`src/rtl/mem_port_arbiter.sv`:
```
// Arbitrates one single-port 4K x 32 memory between fetch, data and loader ports; adds a load-mode stall FSM.
// Latency: the grant and memory controls are combinational; read data is valid one cycle after the grant (r_*valid).
// Backpressure: an ungranted requester holds its request and payload; fetch beats data after STARVE_MAX denials.
module mem_port_arbiter #(
  parameter int STARVE_MAX = 4,
  parameter int AW         = 12,
  parameter int DW         = 32
) (
  input  logic          w_clk,
  input  logic          w_rst,
  input  logic          w_ireq,
  input  logic [AW-1:0] w_iaddr,
  output logic          w_igrant,
  output logic          r_ivalid,
  input  logic          w_dreq,
  input  logic          w_dwe,
  input  logic [AW-1:0] w_daddr,
  input  logic [DW-1:0] w_dwdata,
  output logic          w_dgrant,
  output logic          r_dvalid,
  input  logic          w_lreq,
  input  logic          w_lwe,
  input  logic [AW-1:0] w_laddr,
  input  logic [DW-1:0] w_lwdata,
  output logic          w_lgrant,
  output logic          r_lvalid,
  input  logic          w_load_mode,
  output logic          r_busy_load,
  output logic [AW-1:0] w_maddr,
  output logic          w_mwe,
  output logic [DW-1:0] w_mdin,
  input  logic [DW-1:0] w_mdout,
  output logic [DW-1:0] w_rdata,
  output logic [15:0]   r_conflicts
);

  typedef enum logic [1:0] {
    ST_RUN   = 2'd0,
    ST_DRAIN = 2'd1,
    ST_LOAD  = 2'd2
  } state_t;

  localparam logic [7:0] STARVE_LIM = 8'(STARVE_MAX);

  state_t     r_state;
  state_t     w_state_nxt;
  logic [7:0] r_istarve;
  logic [1:0] w_req_cnt;
  logic       w_contend;

  // Next-state decode and the single grant: fixed priority data > fetch unless fetch has starved.
  always_comb begin
    w_state_nxt = r_state;
    w_igrant    = 1'b0;
    w_dgrant    = 1'b0;
    w_lgrant    = 1'b0;
    case (r_state)
      ST_RUN: begin
        if (w_load_mode) begin
          w_state_nxt = ST_DRAIN;
        end else if (w_ireq && w_dreq) begin
          if (r_istarve >= STARVE_LIM) w_igrant = 1'b1;
          else                         w_dgrant = 1'b1;
        end else begin
          w_igrant = w_ireq;
          w_dgrant = w_dreq;
        end
      end
      ST_DRAIN: begin
        w_state_nxt = ST_LOAD;
      end
      ST_LOAD: begin
        if (w_load_mode) w_lgrant = w_lreq;
        else             w_state_nxt = ST_RUN;
      end
      default: begin
        w_state_nxt = ST_RUN;
      end
    endcase
  end

  // Memory port mux: idle bus drives zeros so the memory sees a quiet address when nobody is granted.
  always_comb begin
    w_maddr = '0;
    w_mdin  = '0;
    w_mwe   = 1'b0;
    if (w_igrant) begin
      w_maddr = w_iaddr;
    end else if (w_dgrant) begin
      w_maddr = w_daddr;
      w_mdin  = w_dwdata;
      w_mwe   = w_dwe;
    end else if (w_lgrant) begin
      w_maddr = w_laddr;
      w_mdin  = w_lwdata;
      w_mwe   = w_lwe;
    end
  end

  assign w_rdata = w_mdout;

  // The loader only competes while LOAD is active; in RUN its request is simply ignored.
  assign w_req_cnt = {1'b0, w_ireq} + {1'b0, w_dreq}
                   + {1'b0, w_lreq & (r_state == ST_LOAD)};
  assign w_contend = (w_req_cnt >= 2'd2);

  // State register plus the stall flag, registered from the next-state decode.
  always_ff @(posedge w_clk or posedge w_rst) begin
    if (w_rst) begin
      r_state     <= ST_RUN;
      r_busy_load <= 1'b0;
    end else begin
      r_state     <= w_state_nxt;
      r_busy_load <= (w_state_nxt != ST_RUN);
    end
  end

  // Fetch starvation counter: counts denied fetch cycles in RUN, frozen while loading.
  always_ff @(posedge w_clk or posedge w_rst) begin
    if (w_rst) begin
      r_istarve <= 8'd0;
    end else if (r_state == ST_RUN) begin
      if (w_ireq && !w_igrant) begin
        if (r_istarve < STARVE_LIM) r_istarve <= r_istarve + 8'd1;
      end else begin
        r_istarve <= 8'd0;
      end
    end
  end

  // Read-valid return: one pulse per granted read, never for writes.
  always_ff @(posedge w_clk or posedge w_rst) begin
    if (w_rst) begin
      r_ivalid <= 1'b0;
      r_dvalid <= 1'b0;
      r_lvalid <= 1'b0;
    end else begin
      r_ivalid <= w_igrant;
      r_dvalid <= w_dgrant & ~w_dwe;
      r_lvalid <= w_lgrant & ~w_lwe;
    end
  end

  // Saturating contention counter.
  always_ff @(posedge w_clk or posedge w_rst) begin
    if (w_rst) begin
      r_conflicts <= 16'd0;
    end else if (w_contend && (r_conflicts != 16'hFFFF)) begin
      r_conflicts <= r_conflicts + 16'd1;
    end
  end

endmodule

```
`config.mk`:
```
export PLATFORM = sky130hd
export DESIGN_NAME = mem_port_arbiter
export DESIGN_NICKNAME = d
export VERILOG_FILES = /design/src/rtl/mem_port_arbiter.sv
export SDC_FILE = /design/constraint.sdc
export NUM_CORES = 1
export LEC_CHECK = 0
export CAP_MARGIN = 20
export CORE_AREA = 2 2 94 96
export CTS_BUF_LIST = sky130_fd_sc_hd__clkbuf_8
export DETAILED_ROUTE_END_ITERATION = 6
export DIE_AREA = 0 0 96 98
export PLACE_DENSITY = 0.77
export SETUP_SLACK_MARGIN = 0.15
export SYNTH_ARGS = -nofsm -noshare
export SYNTH_HDL_FRONTEND = slang
export SYNTH_SLANG_ARGS = --single-unit
```
`constraint.sdc`:
```
create_clock -name w_clk -period 5.03 [get_ports w_clk]
set_input_delay 1.006 -clock w_clk [delete_from_list [all_inputs] [get_ports w_clk]]
set_output_delay 1.006 -clock w_clk [all_outputs]
set_load 0.01 [all_outputs]
```
== Word-level counts from Yosys, hierarchy flattened ==
Cells that the tools add are included.

* Multiplexer cells: 24
* Div/mod/pow operators: 0
* Reductions and logical operators: 7
* $mul: 0
* Shifts and indexed selects: 0
* Magnitude comparators: 3
* Eq/ne operators: 4
* Add/subtract/negate cells: 4
* Bitwise gates (word level): 5

{| class="wikitable"
|+ Operator list
! kind !! count
|-
| 32-bit two-way mux || 3
|-
| 12-bit two-way mux || 3
|-
| 16-bit by 1-bit adder with 16-bit output (second input constant) || 1
|-
| 8-bit two-way mux || 2
|-
| 16-bit != test (second input constant) || 1
|-
| 1-bit two-way mux || 13
|-
| 8-bit by 1-bit adder with 8-bit output (second input constant) || 1
|-
| 8-bit by 3-bit greater-or-equal comparator with 1-bit output (second input constant) || 1
|-
| 8-bit by 3-bit < comparator with 1-bit output (second input constant) || 1
|-
| 2-bit one-hot mux with 3 select lines || 1
|-
| 2-bit two-way mux || 2
|-
| 1-bit bitwise AND || 3
|-
| 1-bit logical AND || 3
|-
| 1-bit by 1-bit adder with 2-bit output || 1
|-
| 2-bit by 1-bit adder with 2-bit output || 1
|-
| 2-bit by 1-bit equality test with 1-bit output (second input constant) || 1
|-
| 2-bit equality test (second input constant) || 1
|-
| 2-bit greater-or-equal comparator (second input constant) || 1
|-
| 2-bit logical NOT || 1
|-
| 2-bit by 1-bit != test with 1-bit output (second input constant) || 1
|-
| 1-bit NOT || 2
|-
| 2-bit AND reduction || 1
|-
| 2-bit nonzero test || 1
|-
| 1-bit logical NOT || 1
|}

* Memories: 0
* RAM bits: 0
* Word-level logic and storage cells: 54
* Bits in latches: 0
* Register bits: 30
* Output and inout port bits: 100
* Memory bits (read-only): 0

== Depth between registers and ports, before layout ==
* Depth after elaboration: 9
* Depth in mapped cells: 8
* Mapped depth without buffers: 7

== Least setup slack after synthesis ==
Ideal clock, no wire load.

* Kind: input-to-output
* Start: input w_load_mode
* End: output w_maddr[10]
* Buffers on the path: 1
* Data arrival time: 2.176 ns
* Required time: 4.024 ns
* Stages: 4
* Slack: 1.848 ns
* Cells stage by stage: or3_4 -> a311oi_2 -> buf_6 -> a221o_1

{| class="wikitable"
|+ RTL lines
! what !! line !! source
|-
| start: declaration || 27 || <nowiki>input logic w_load_mode,</nowiki>
|-
| 1-bit two-way mux || 59 || <nowiki>if (w_load_mode) begin</nowiki>
|-
| 1-bit two-way mux || 57 || <nowiki>case (r_state)</nowiki>
|-
| named net w_igrant || 13 || <nowiki>output logic w_igrant,</nowiki>
|-
| 12-bit two-way mux || 87 || <nowiki>if (w_igrant) begin</nowiki>
|-
| end: declaration || 29 || <nowiki>output logic [AW-1:0] w_maddr,</nowiki>
|}

The timed path passes the listed nets, and every way through them passes these cells.

== Worst setup path after layout ==
* Start: input w_load_mode
* End: output w_maddr[6]

* Cells in the longest elaborated chain, start to end: 5

{| class="wikitable"
|+ Ends and longest elaborated chain
! what !! line !! source
|-
| 1-bit two-way mux || 73 || <nowiki>if (w_load_mode) w_lgrant = w_lreq;</nowiki>
|-
| 1-bit two-way mux || 57 ||
|-
| 12-bit two-way mux || 93 || <nowiki>end else if (w_lgrant) begin</nowiki>
|-
| 12-bit two-way mux || 89 || <nowiki>end else if (w_dgrant) begin</nowiki>
|-
| 12-bit two-way mux * || 87 ||
|}

Mark *: on every way between the ends. The rest lies on a longest branch, timed or not.

==> impl_metrics.py <==
metrics = {
    "power_and_ir_drop": {
        "ir_drop_uv": 223.1,
        "power_mw": 1.136,
        "pwr_density_cell_nw_per_um2": 288.9,
        "leakage_nw": 1.604,
    },
    "layout": {
        "nFillCells": 793,
        "syn_to_final_growth_pct": 74.32,
        "nNetsFinal": 515,
        "utilization_pct": 46.45,
        "num_antenna_cells": 0,
        "instances_no_fill": 479,
        "drive_gt1_share_pct": 5.121,
    },
    "routing": {
        "drt_iter0_markers": 71,
        "drc": 0,
        "dr.pass1.iters": 4,
        "via_count": 2400,
        "ant_nets": 0,
        "wl_per_cell_um": 18.09,
        "viasPerCell": 5.010,
        "wl_um": 8664,
    },
    "clocking": {
        "clockBufferDepth": 2,
        "cts.htree.levels": 2,
        "cts_made_buffers": 5,
        "postCtsSetupRepairBufs": 0,
        "clk_latency_ns": 0.28,
        "root_buffer": "clkbuf_8",
        "cts_tree": "yes",
        "cts.clk_slew.worst_paths_ns": 0.06,
        "cts.sinks": 30,
        "cts_hold_buf": 0,
        "cts-resized-gates": 0,
    },
    "floorplanning": {
        "die_width_um": 96,
        "initial_core_util_pct": 26.65,
        "die-area_sq_um": 9408,
        "fp-row-count": 34,
        "coreArea_sq_um": 8466,
        "ios": 240,
        "fp.dieH_um": 98,
    },
    "global_routing": {
        "gr-total-overflow": 0,
        "antenna_found_initial": 0,
        "grt_pass1_vias": 2353,
        "grt_use_total_pct": 17.37,
        "grt_pass1_wl_um": 12610,
        "grt_start_max_net_pins": 48,
    },
    "sta": {
        "period_minus_slack_ns": 4.269,
        "hold_slack_ns": 0.5067,
        "setup-tns-final_ns": 0,
        "finalCritPeriodShare_pct": 84.86,
        "relSlewSlack_pct": 60.45,
        "fmax_ghz": 0.2343,
        "worst_slew_pin_slew_ns": 0.5933,
        "finalMaxSlewViolations": 0,
        "fin_worst_skew_ns": 0.003023,
        "hold_viol_final": 0,
        "rsz0062_at_grt": "no",
        "setup_viol": 0,
    },
    "logic_synthesis": {
        "syn_area_sq_um": 2256,
        "yosys_warnings": 0,
        "synth.distinct_cells": 39,
        "synth_seq_cells": 30,
        "yosysTopAreaCellShare_pct": 33.28,
        "synthCells": 231,
        "syn_nets": 375,
        "syn_avg_cell_area_sq_um": 9.766,
        "ys_seq_area_share_pct": 33.28,
        "yosys.area.top_type": "dfrtp_1",
        "synthTopCellsByArea": "dfrtp_1 33%, a22o_1 13%, buf_4 12%",
    },
    "worst_setup_path": {
        "worst-path-max-fanout": 47,
        "critPathRequiredTime_ns": 4.02,
        "start_kind": "input port",
        "reg2reg_slack_ns": 2.28,
        "critPathCaptureType": "output pin",
        "crit_path_start": "w_load_mode",
        "arrival_ns": 3.26,
        "r2r-start": "r_state[1]$_DFF_PP0_",
        "setup.worst_path.class": "in2out",
    },
    "hold_path": {
        "hp-class": "reg2reg",
        "min-delay-start": "r_conflicts[6]$_DFFE_PP0P_",
    },
    "placement": {
        "placedCellCount": 472,
        "io_buffer_count": 175,
        "routabilityCongestion": 0.7995,
        "post-dp-hpwl_um": 6983,
    },
    "job": {
        "timing.max_cap.violations": 0,
    },
    "status": {
        "status": "finished clean",
    },
}
## worst paths after layout
| kind | endpoint | cells after the start |
|---|---|---|
| hold / removal | r_conflicts[6]$_DFFE_PP0P_ | 1 |
| min in group asynchronous | r_busy_load$_DFF_PP0_ | 3 |
| setup / recovery | w_maddr[6] | 6 |
| setup reg to reg | r_conflicts[14]$_DFFE_PP0P_ | 7 |
| max in group asynchronous | r_istarve[3]$_DFFE_PP0P_ | 3 |
| hold reg to reg | r_conflicts[6]$_DFFE_PP0P_ | 1 |
## registers in the layout, summed over array words and instances, names as in the netlist
name         count
r_conflicts     16
r_istarve        8
r_state          2
r_busy_load      1
r_dvalid         1
r_ivalid         1
r_lvalid         1
## final cells by class
class / instances / area (sq um) / share of cell area, %
repair buffers: 180 / 1789 / 45.50
well taps: 108 / 135.1 / 3.436
flip-flops and latches: 30 / 750.7 / 19.09
inverters: 5 / 18.77 / 0.4773
multi-input cells: 149 / 1162 / 29.56
clock inverters: 2 / 7.507 / 0.1909
clock buffers: 5 / 68.82 / 1.750
## Yosys cell counts
| master | n |
|---|---|
| a2111oi_2 | 1 |
| a211oi_1 | 2 |
| a21oi_1 | 6 |
| a221o_1 | 12 |
| a22o_1 | 33 |
| a311oi_2 | 1 |
| a31o_2 | 1 |
| a31oi_1 | 1 |
| a41oi_1 | 4 |
| and2_1 | 4 |
| and3_1 | 17 |
| and3_2 | 1 |
| and4_1 | 2 |
| buf_2 | 3 |
| buf_4 | 36 |
| buf_6 | 2 |
| clkbuf_1 | 6 |
| dfrtp_1 | 30 |
| ha_1 | 4 |
| inv_1 | 5 |
| mux2_2 | 2 |
| nand2_1 | 4 |
| nand2b_1 | 1 |
| nand3_1 | 4 |
| nand4_1 | 8 |
| nand4b_1 | 1 |
| nor2_1 | 10 |
| nor2b_1 | 5 |
| nor3b_2 | 1 |
| nor4_4 | 1 |
| o211ai_1 | 2 |
| o21a_1 | 1 |
| o21ai_0 | 2 |
| o21ai_1 | 1 |
| o32ai_1 | 1 |
| or3_4 | 1 |
| or4b_1 | 1 |
| xnor2_1 | 11 |
| xor2_1 | 3 |
## cell families after synthesis
| group | Yosys count | synth area share, % |
|---|---|---|
| xor gates and xnor gates | 14 | 5.435 |
| DFF | 30 | 33.28 |
| buffers and inverters | 52 | 15.47 |
| muxes | 2 | 0.9983 |
| adders and majority gates | 4 | 2.219 |
| and+or+nand+nor | 61 | 16.86 |
| AOI/OAI and AO/OA | 68 | 25.73 |
## through the flow
stage / cell area, sq um / setup WS, ns
floorplan: 2256 / 1.848
global placement: 3856 / 0.7950
detailed placement: 3856 / 0.7527
CTS: 3933 / 0.7533
global route: 3933 / 0.6535
finish: 3933 / 0.7614
## critical path, cell delays in order
cell	delay, ns
clkdlybuf4s50_1	0.42
or3_4	0.41
nor3b_4	0.16
buf_4	0.43
a221o_1	0.24
clkdlybuf4s50_1	0.56
## power by group
part	switching (mW)	leakage, nW	total [mW]	internal, mW
Sequential	0.0561	0.400	0.343	0.286
Clock	0.0834	0.0466	0.174	0.0909
Combinational	0.259	1.16	0.619	0.360
Total	0.399	1.60	1.14	0.737
## metal layers
layer	vias up	GRT usage, %	share of wire, %
met1	1124	21.44	41
met2	107	28.90	49
met4	0	6.813	3.1
li1	1132	-	-
met5	-	0	0
met3	37	4.012	6.8
## cell usage in the layout (no fill, tap or decap), drive strengths merged, types with 6 or more instances in the layout
cell	netlist	final
nand4	8	8
a21oi	6	6
dfrtp	30	30
nor2	10	10
inv	5	7
clkdlybuf4s50	0	175
a221o	12	12
and3	18	18
a22o	33	33
xnor2	11	11
(Power assumes the default switching activity.)
